`src/rtl/unidade_controle_if.sv`:
```
// Control-unit bundle: instruction word and ALU flag in, datapath strobes and selects out.
// The controller binds the master modport; the datapath side binds slave.
interface unidade_controle_if;
    logic [31:0] doutIR;
    logic        zero;
    logic        atualiza_pc;
    logic        WeDM;
    logic        WeRF;
    logic        selULA_B;
    logic [1:0]  selRF;
    logic        selPC;
    logic [3:0]  opULA;
    logic [2:0]  tipo_imm;
    logic [2:0]  estado;
    logic        erro;

    modport master (
        input  doutIR, zero,
        output atualiza_pc, WeDM, WeRF, selULA_B, selRF, selPC,
               opULA, tipo_imm, estado, erro
    );

    modport slave (
        output doutIR, zero,
        input  atualiza_pc, WeDM, WeRF, selULA_B, selRF, selPC,
               opULA, tipo_imm, estado, erro
    );
endinterface

```
`src/rtl/unidade_controle.sv`:
```
// Multi-cycle RV64I control FSM; strobes are flops, selects decode combinationally from doutIR.
// Latency: 3 cycles/branch, 4 for R/I/LUI/JAL/SD, 5 for LD; no backpressure, one atualiza_pc pulse per instruction.
// CONTROLE_TRAP_EN: illegal instructions park in ERRO until reset; otherwise they retire as NOPs.
module unidade_controle #(
    parameter int XLEN = 64
) (
    input  logic               clk,
    input  logic               reset,
    unidade_controle_if.master ctl
);
    typedef enum logic [2:0] {
        INICIO  = 3'd0,
        BUSCA   = 3'd1,
        DECOD   = 3'd2,
        EXEC    = 3'd3,
        MEM     = 3'd4,
        ESCRITA = 3'd5,
        ERRO    = 3'd6
    } estado_t;

    localparam logic [6:0] OP_R   = 7'b0110011;
    localparam logic [6:0] OP_I   = 7'b0010011;
    localparam logic [6:0] OP_LD  = 7'b0000011;
    localparam logic [6:0] OP_SD  = 7'b0100011;
    localparam logic [6:0] OP_BR  = 7'b1100011;
    localparam logic [6:0] OP_JAL = 7'b1101111;
    localparam logic [6:0] OP_LUI = 7'b0110111;

    localparam logic [3:0] ULA_ADD    = 4'd0;
    localparam logic [3:0] ULA_SUB    = 4'd1;
    localparam logic [3:0] ULA_AND    = 4'd2;
    localparam logic [3:0] ULA_OR     = 4'd3;
    localparam logic [3:0] ULA_XOR    = 4'd4;
    localparam logic [3:0] ULA_SLL    = 4'd5;
    localparam logic [3:0] ULA_SRL    = 4'd6;
    localparam logic [3:0] ULA_SRA    = 4'd7;
    localparam logic [3:0] ULA_SLT    = 4'd8;
    localparam logic [3:0] ULA_SLTU   = 4'd9;
    localparam logic [3:0] ULA_PASS_B = 4'd10;

    localparam logic [2:0] IMM_I = 3'd0;
    localparam logic [2:0] IMM_S = 3'd1;
    localparam logic [2:0] IMM_B = 3'd2;
    localparam logic [2:0] IMM_U = 3'd3;
    localparam logic [2:0] IMM_J = 3'd4;

    // The decoder only ever looks at the 32-bit instruction word.
    if (XLEN != 32 && XLEN != 64) begin : g_xlen_unsupported
    end

    estado_t estado_q, estado_d;
    logic    atualiza_pc_q, atualiza_pc_d;
    logic    wedm_q, wedm_d;
    logic    werf_q, werf_d;
    logic    desvio_q, desvio_d;

    logic [6:0] opcode;
    logic [2:0] funct3;
    logic       funct7_5;
    logic [4:0] rd;
    logic       unused_bits;

    assign opcode      = ctl.doutIR[6:0];
    assign rd          = ctl.doutIR[11:7];
    assign funct3      = ctl.doutIR[14:12];
    assign funct7_5    = ctl.doutIR[30];
    assign unused_bits = ^{ctl.doutIR[31], ctl.doutIR[29:15]};

    logic is_r, is_i, is_ld, is_sd, is_beq, is_bne, is_br, is_jal, is_lui, legal;

    assign is_r   = (opcode == OP_R);
    assign is_i   = (opcode == OP_I);
    assign is_ld  = (opcode == OP_LD) && (funct3 == 3'b011);
    assign is_sd  = (opcode == OP_SD) && (funct3 == 3'b011);
    assign is_beq = (opcode == OP_BR) && (funct3 == 3'b000);
    assign is_bne = (opcode == OP_BR) && (funct3 == 3'b001);
    assign is_br  = is_beq || is_bne;
    assign is_jal = (opcode == OP_JAL);
    assign is_lui = (opcode == OP_LUI);
    assign legal  = is_r || is_i || is_ld || is_sd || is_br || is_jal || is_lui;

    // Shared R/I-ALU function; funct7[5] selects SUB only for register ops.
    logic [3:0] alu_fn;
    always_comb begin
        alu_fn = ULA_ADD;
        case (funct3)
            3'b000:  alu_fn = (is_r && funct7_5) ? ULA_SUB : ULA_ADD;
            3'b001:  alu_fn = ULA_SLL;
            3'b010:  alu_fn = ULA_SLT;
            3'b011:  alu_fn = ULA_SLTU;
            3'b100:  alu_fn = ULA_XOR;
            3'b101:  alu_fn = funct7_5 ? ULA_SRA : ULA_SRL;
            3'b110:  alu_fn = ULA_OR;
            default: alu_fn = ULA_AND;
        endcase
    end

    logic [3:0] op_ula;
    logic       sel_b;
    logic [2:0] tipo;
    logic [1:0] sel_rf;
    always_comb begin
        op_ula = ULA_ADD;
        sel_b  = 1'b1;
        tipo   = IMM_I;
        sel_rf = 2'd0;
        if (is_r) begin
            op_ula = alu_fn;
            sel_b  = 1'b0;
        end else if (is_i) begin
            op_ula = alu_fn;
        end else if (is_sd) begin
            tipo = IMM_S;
        end else if (is_br) begin
            op_ula = ULA_SUB;
            sel_b  = 1'b0;
            tipo   = IMM_B;
        end else if (is_lui) begin
            op_ula = ULA_PASS_B;
            tipo   = IMM_U;
        end else if (is_jal) begin
            tipo   = IMM_J;
            sel_rf = 2'd2;
        end
        if (is_ld) begin
            sel_rf = 2'd1;
        end
    end

    always_comb begin
        estado_d = estado_q;
        desvio_d = desvio_q;
        case (estado_q)
            INICIO: estado_d = BUSCA;
            BUSCA: begin
                estado_d = DECOD;
                desvio_d = 1'b0;
            end
            DECOD: begin
                if (legal) begin
                    estado_d = EXEC;
                end else begin
`ifdef CONTROLE_TRAP_EN
                    estado_d = ERRO;
`else
                    estado_d = BUSCA;
`endif
                end
            end
            EXEC: begin
                desvio_d = (is_beq && ctl.zero) || (is_bne && !ctl.zero) || is_jal;
                if (is_br) begin
                    estado_d = BUSCA;
                end else if (is_ld || is_sd) begin
                    estado_d = MEM;
                end else begin
                    estado_d = ESCRITA;
                end
            end
            MEM:     estado_d = is_ld ? ESCRITA : BUSCA;
            ESCRITA: estado_d = BUSCA;
`ifdef CONTROLE_TRAP_EN
            ERRO:    estado_d = ERRO;
`endif
            default: estado_d = INICIO;
        endcase
        // Strobes are registered from the next state so they line up with it glitch-free.
        atualiza_pc_d = (estado_d == BUSCA);
        wedm_d        = (estado_d == MEM) && is_sd;
        werf_d        = (estado_d == ESCRITA) && (rd != 5'd0);
    end

    always_ff @(posedge clk or posedge reset) begin
        if (reset) begin
            estado_q      <= INICIO;
            atualiza_pc_q <= 1'b0;
            wedm_q        <= 1'b0;
            werf_q        <= 1'b0;
            desvio_q      <= 1'b0;
        end else begin
            estado_q      <= estado_d;
            atualiza_pc_q <= atualiza_pc_d;
            wedm_q        <= wedm_d;
            werf_q        <= werf_d;
            desvio_q      <= desvio_d;
        end
    end

    assign ctl.atualiza_pc = atualiza_pc_q;
    assign ctl.WeDM        = wedm_q;
    assign ctl.WeRF        = werf_q;
    assign ctl.selPC       = desvio_q && (estado_q == BUSCA);
    assign ctl.selULA_B    = sel_b;
    assign ctl.selRF       = sel_rf;
    assign ctl.opULA       = op_ula;
    assign ctl.tipo_imm    = tipo;
    assign ctl.estado      = estado_q;
`ifdef CONTROLE_TRAP_EN
    assign ctl.erro        = (estado_q == ERRO);
`else
    assign ctl.erro        = 1'b0;
`endif
endmodule
```
`src/flat_wrapper.sv`:
```
// flat-port wrapper written by rule: the top's interface ports become plain ports
module unidade_controle_flat 
#(
    parameter int XLEN = 64
)
  (clk, reset, ctl_doutIR, ctl_zero, ctl_atualiza_pc, ctl_WeDM, ctl_WeRF, ctl_selULA_B, ctl_selRF, ctl_selPC, ctl_opULA, ctl_tipo_imm, ctl_estado, ctl_erro);
  unidade_controle_if ctl_i ();
  input  logic clk;
  input  logic reset;
  input wire logic [$bits(ctl_i.doutIR)-1:0] ctl_doutIR;
  input wire logic [$bits(ctl_i.zero)-1:0] ctl_zero;
  output wire logic [$bits(ctl_i.atualiza_pc)-1:0] ctl_atualiza_pc;
  output wire logic [$bits(ctl_i.WeDM)-1:0] ctl_WeDM;
  output wire logic [$bits(ctl_i.WeRF)-1:0] ctl_WeRF;
  output wire logic [$bits(ctl_i.selULA_B)-1:0] ctl_selULA_B;
  output wire logic [$bits(ctl_i.selRF)-1:0] ctl_selRF;
  output wire logic [$bits(ctl_i.selPC)-1:0] ctl_selPC;
  output wire logic [$bits(ctl_i.opULA)-1:0] ctl_opULA;
  output wire logic [$bits(ctl_i.tipo_imm)-1:0] ctl_tipo_imm;
  output wire logic [$bits(ctl_i.estado)-1:0] ctl_estado;
  output wire logic [$bits(ctl_i.erro)-1:0] ctl_erro;
  assign ctl_i.doutIR = ctl_doutIR;
  assign ctl_i.zero = ctl_zero;
  assign ctl_atualiza_pc = ctl_i.atualiza_pc;
  assign ctl_WeDM = ctl_i.WeDM;
  assign ctl_WeRF = ctl_i.WeRF;
  assign ctl_selULA_B = ctl_i.selULA_B;
  assign ctl_selRF = ctl_i.selRF;
  assign ctl_selPC = ctl_i.selPC;
  assign ctl_opULA = ctl_i.opULA;
  assign ctl_tipo_imm = ctl_i.tipo_imm;
  assign ctl_estado = ctl_i.estado;
  assign ctl_erro = ctl_i.erro;
  unidade_controle #(.XLEN(XLEN)) u_core (.clk(clk), .reset(reset), .ctl(ctl_i));
endmodule
```
`config.mk`:
```
export PLATFORM = sky130hd
export DESIGN_NAME = unidade_controle_flat
export DESIGN_NICKNAME = d
export VERILOG_FILES = /design/src/rtl/unidade_controle_if.sv /design/src/rtl/unidade_controle.sv /design/src/flat_wrapper.sv
export SDC_FILE = /design/constraint.sdc
export NUM_CORES = 1
export LEC_CHECK = 0
export BUFFER_PORTS_ARGS = -buffer_cell sky130_fd_sc_hd__buf_2
export CORE_UTILIZATION = 37
export DETAILED_ROUTE_END_ITERATION = 8
export HOLD_SLACK_MARGIN = 0.08
export PLACE_DENSITY = 0.77
export SYNTH_ARGS = -nofsm -noshare
export SYNTH_HDL_FRONTEND = slang
export SYNTH_SLANG_ARGS = --single-unit
```
`constraint.sdc`:
```
create_clock -name clk -period 1.61 [get_ports clk]
set_input_delay 0.161 -clock clk [delete_from_list [all_inputs] [get_ports clk]]
set_output_delay 0.161 -clock clk [all_outputs]
set_load 0.005 [all_outputs]
```
# Word-level counts from Yosys, hierarchy flattened
# Cells that the tools add are included.
# W data, S select, Z words.
[classes]
n_reduce_logical = 26
mux = 31
eq_ne = 21
[ops]
columns = ["cell", "count"]
rows = [
  ["$pmux W4 S7", 1],
  ["$mux W3", 8],
  ["$eq A3 B3 Y1 const B", 7],
  ["$eq A7 B6 Y1 const B", 3],
  ["$mux W4", 5],
  ["$mux W2", 8],
  ["$pmux W3 S5", 1],
  ["$eq A7 B7 Y1 const B", 2],
  ["$eq A3 B2 Y1 const B", 4],
  ["$logic_and A1 B1 Y1", 10],
  ["$logic_or A1 B1 Y1", 10],
  ["$eq A3 B1 Y1 const B", 3],
  ["$eq A7 B2 Y1 const B", 1],
  ["$eq A7 B5 Y1 const B", 1],
  ["$mux W1", 7],
  ["$logic_not A3 Y1", 2],
  ["$reduce_bool A5 Y1", 1],
  ["$pmux W1 S2", 1],
  ["$reduce_bool A2 Y1", 1],
  ["$reduce_or A2 Y1", 1],
  ["$logic_not A1 Y1", 1],
]
[word_totals]
out_inout_bits = 18
register_bits = 7
in_bits = 35

# Depth between registers and ports, before layout
[logic_depth]
word_depth = 11
ltp_mapped = 5

# Worst setup path after synthesis
# No wires, ideal clock.
[synth_path]
path_type = "register -> register"
start = "register u_core.estado_q[2], in the netlist u_core.ctl.estado[2]"
end = "register u_core.atualiza_pc_q, in the netlist u_core.ctl.atualiza_pc"
arrival_ns = 1.139
required_time_ns = 1.490
synth_period_minus_slack_ns = 1.259
setup_slack_ns = 0.351
path_stages_with_launch = 6
path_cell_list = "dfrtp_1 > or2b_2 > nor2_1 > a21o_1 > a21oi_1 > and3b_1"
[synth_via]
elab_chain_len = 4
elab_cells_between_ends = 9
cone_classes = "eq/ne: 6; mux: 1; reduce/logical: 2"
[synth_lines]
columns = ["item", "line", "source"]
rows = [
  ["from (decl)", "unidade_controle.sv:51", "estado_t estado_q, estado_d;"],
  ["from (signal assigned)", "unidade_controle.sv:181", "estado_q <= estado_d;"],
  ["$eq A3 B3 Y1 or $logic_not A3 Y1 (tied branches)", "unidade_controle.sv:133", "case (estado_q)"],
  ["$reduce_or A2 Y1 (no line)", "--", ""],
  ["$pmux W3 S5 (*)", "unidade_controle.sv:133", ""],
  ["named net u_core.estado_d[0]", "unidade_controle.sv:51", ""],
  ["$eq A3 B1 Y1 (*)", "unidade_controle.sv:168", "atualiza_pc_d = (estado_d == BUSCA);"],
  ["named net u_core.atualiza_pc_d", "unidade_controle.sv:52", "logic atualiza_pc_q, atualiza_pc_d;"],
  ["to (signal assigned)", "unidade_controle.sv:182", "atualiza_pc_q <= atualiza_pc_d;"],
  ["to (decl)", "unidade_controle.sv:52", ""],
]
# The timed path passes the listed nets; every way through them passes the cells marked *.
# A chain may end at the register's enable or synchronous reset.

# Worst setup path after layout
[layout_path]
start = "input port ctl_doutIR[3]"
end = "output port ctl_opULA[0]"
[layout_via]
elab_chain_len = 7
elab_cells_between_ends = 15
cone_classes = "eq/ne: 4; mux: 6; reduce/logical: 5"
[layout_lines]
columns = ["item", "line", "source"]
rows = [
  ["from (decl)", "flat_wrapper.sv:10", "input wire logic [$bits(ctl_i.doutIR)-1:0] ctl_doutIR;"],
  ["branches (longest 6 deep; another with $eq A7 B6 Y1)", "--", ""],
  ["$mux W4 (*)", "unidade_controle.sv:107", "if (is_r) begin"],
  ["to (decl)", "flat_wrapper.sv:18", "output wire logic [$bits(ctl_i.opULA)-1:0] ctl_opULA;"],
]
# Every way passes the cells marked *.

==> flow_summary_export.csv <==
group,metric,value,unit
placed_design,preCtsSetupSlack,0.1640,ns
timing,setup_tns,0,ns
cells_and_area,multi_input_area,374.1,um2
global_route,grt_pass1_wl,2132,um
route,first_iter_violations,15,
cells_and_area,syn_to_final_growth,27.15,%
placed_design,postPlaceCellArea,778.2,um2
run_status,violations,"design-rule violations",
synth,ys_warn_count,0,
clocking,clock-sinks,7,
cells_and_area,drive_gt1_share,46.73,%
placed_design,place.gp.congestion,0.8241,
worst_setup_path,arrival,1.29,ns
synth,seq_area_frac_synth,27.34,%
timing,slew_viol_final,0,
worst_setup_path,crit_type,"in -> out",
route,postRouteAntennaNets,0,
synth,avgSynthCellArea,8.897,um2
clocking,cts_tree,"built",
global_route,grt_start_max_net_pins,11,
synth,synth.ff_latch_count,7,
route,drc_errors,1,
route,via_count,627,
cells_and_area,final_cell_mix,"buf_2, inv_1, nor2_1, dfrtp_1, a21oi_1",
cells_and_area,layout.nets,143,
cells_and_area,utilization,52.25,%
route,wire_per_inst,10.85,um
global_route,grt_overflow,0,
timing,timing.final.ws_setup,0.1620,ns
timing,finClkSkew,0.002689,ns
global_route,antenna_found_initial,0,
clocking,worstSkewPairLatency,0.24,ns
placed_design,placed_cells,118,
route,drt_pass1_iterations,6,
die,die_h,43.61,um
worst_setup_path,critPathLaunchType,"input port",
die,die_w,43.61,um
timing,finalSetupViolations,0,
cells_and_area,instances_no_fill,123,
cells_and_area,n_fill_cell,161,
job,drv_cap,0,
timing,hold_violations,0,
timing,post-route-min-period,1.448,ns
worst_setup_path,worstPathMaxFanout,4,
timing,timing.fmax,690.6,MHz
run_status,status,"complete, but fails checks",
cells_and_area,regArea,175.2,um2
clocking,clock_path_buffers,2,
timing,rsz0062_at_grt,"false",
synth,synth_cell_types,40,
route,wirelength,1334,um
min_path,min_from,"ctl_doutIR[8]",
clocking,cts_root_buffer,"clkbuf_4",
pwr,p_leak,0.4380,nW
worst_setup_path,critPathCaptureType,"primary output",
route,via_per_inst,5.098,
clocking,cts_max_level,1,
placed_design,dpl.hpwl,1090,um
die,coreArea,0.001559,mm2
clocking,path_clk_slew,0.05,ns
pwr,vdd.ir_drop.worst,0.0005390,V
synth,postSynthCellCount,72,
die,die_area,0.001902,mm2
die,pin_count,53,
pwr,powerDensity,921.1,mW/mm2
clocking,cts_buffers,3,
worst_setup_path,cp-startpoint,"ctl_doutIR[3]",
worst_setup_path,critPathRequiredTime,1.45,ns
die,start_util,41.09,%
cells_and_area,final_area,814.5,um2
cells_and_area,layout_commonest_cell,"buf_2",
worst_setup_path,reg2reg_from,"u_core.ctl.estado[2]$_DFF_PP0_",
global_route,grt_use_total,14.69,%
die,rows,14,
synth,syn_nets,107,
placed_design,io_buffer_count,35,
synth,netlist_area,640.6,um2
cells_and_area,n_antenna_cell,0,
timing,period_share,89.94,%
min_path,hold_path_class,"in -> reg",
global_route,grt_pass1_vias,547,
-- cells by family after synthesis --
group | synth area share [%]
AO/OA/AOI/OAI | 17.97
XOR/XNOR | 2.735
buffers and inverters | 14.26
flip-flops | 27.34
other | 0.5854
AND/OR/NAND/NOR | 37.11
-- metrics by stage --
step | power (mW) | hold slack (ns)
floorplan | 0.5015 | -0.03560
global placement | 0.5877 | 0.08789
detailed placement | 0.6019 | 0.09890
CTS | 0.7598 | 0.1974
global route | 0.8209 | 0.2234
finish | 0.7503 | 0.1978
-- cell usage after synthesis, drive strengths merged --
| cell | instances | area (um2) |
|---|---|---|
| a21o | 2 | 15.01 |
| a21oi | 6 | 30.03 |
| a2bb2oi | 1 | 15.01 |
| a31oi | 1 | 6.260 |
| and2 | 1 | 7.510 |
| and2b | 1 | 8.760 |
| and3b | 1 | 8.760 |
| and4 | 1 | 8.760 |
| buf | 3 | 42.54 |
| clkbuf | 3 | 22.51 |
| conb | 1 | 3.750 |
| dfrtp | 7 | 175.2 |
| inv | 7 | 26.28 |
| nand2 | 4 | 15.01 |
| nand3 | 2 | 10.01 |
| nand3b | 1 | 7.510 |
| nand4b | 1 | 23.77 |
| nand4bb | 1 | 16.27 |
| nor2 | 7 | 26.28 |
| nor2b | 1 | 6.260 |
| nor3 | 3 | 20.02 |
| nor3b | 1 | 7.510 |
| nor4 | 3 | 31.28 |
| nor4b | 1 | 8.760 |
| o211ai | 1 | 7.510 |
| o21a | 2 | 15.01 |
| o22ai | 1 | 6.260 |
| o311ai | 1 | 8.760 |
| o41a | 1 | 11.26 |
| or2 | 2 | 15.02 |
| or2b | 1 | 8.760 |
| or4 | 1 | 7.510 |
| xnor2 | 1 | 8.760 |
| xor2 | 1 | 8.760 |
-- area by class of cell --
type / count / share of cell area [%]
timing repair buffer: 37 / 23.66
clock buffer: 4 / 3.226
inverter: 7 / 3.226
tap: 16 / 2.458
sequential: 7 / 21.51
multi-input combinational: 52 / 45.93
-- per-layer routing --
metal	global-route usage, %	vias to the layer above	share of wire (%)
li1	-	324	-
met1	18.86	281	43
met2	23.58	20	51
met3	3.750	2	4.3
met4	5.625	0	1.0
met5	0	-	0
-- critical path: stages --
cell       delay, ns
buf_2           0.11
nand4bb_2       0.30
or2_2           0.35
nor2_1          0.14
a21o_1          0.12
buf_2           0.10
-- report_power, final --
part	leakage, nW	switching (mW)	internal (mW)
logic	0.332	0.151	0.173
registers	0.0914	0.0467	0.227
clock network	0.0150	0.0583	0.0942
total	0.438	0.256	0.494
-- what timing repair did --
action / CTS / global route
hold endpoints to repair: 7 / 0
buffers inserted: 0 / 0
gates resized for setup: 0 / 0
hold buffers: 1 / 0
-- sequential cells by signal, indices dropped and copies added, names as in the netlist --
name,count
u_core.ctl.WeRF,1
u_core.ctl.WeDM,1
u_core.desvio_q,1
u_core.ctl.atualiza_pc,1
u_core.ctl.estado,3
-- worst paths after layout --
path / slack, ns / end / cells past startpoint
setup / recovery: 0.16 / ctl_opULA[0] / 6
hold / removal: 0.20 / u_core.ctl.WeRF$_DFF_PP0_ / 3
setup reg to reg: 0.29 / u_core.ctl.atualiza_pc$_DFF_PP0_ / 5
hold reg to reg: 0.55 / u_core.desvio_q$_DFFE_PP0P_ / 2
max in group asynchronous: 1.01 / u_core.ctl.estado[0]$_DFF_PP0_ / 3
min in group asynchronous: 0.39 / u_core.ctl.atualiza_pc$_DFF_PP0_ / 3
Note: power is estimated with default switching activity, not from simulation.
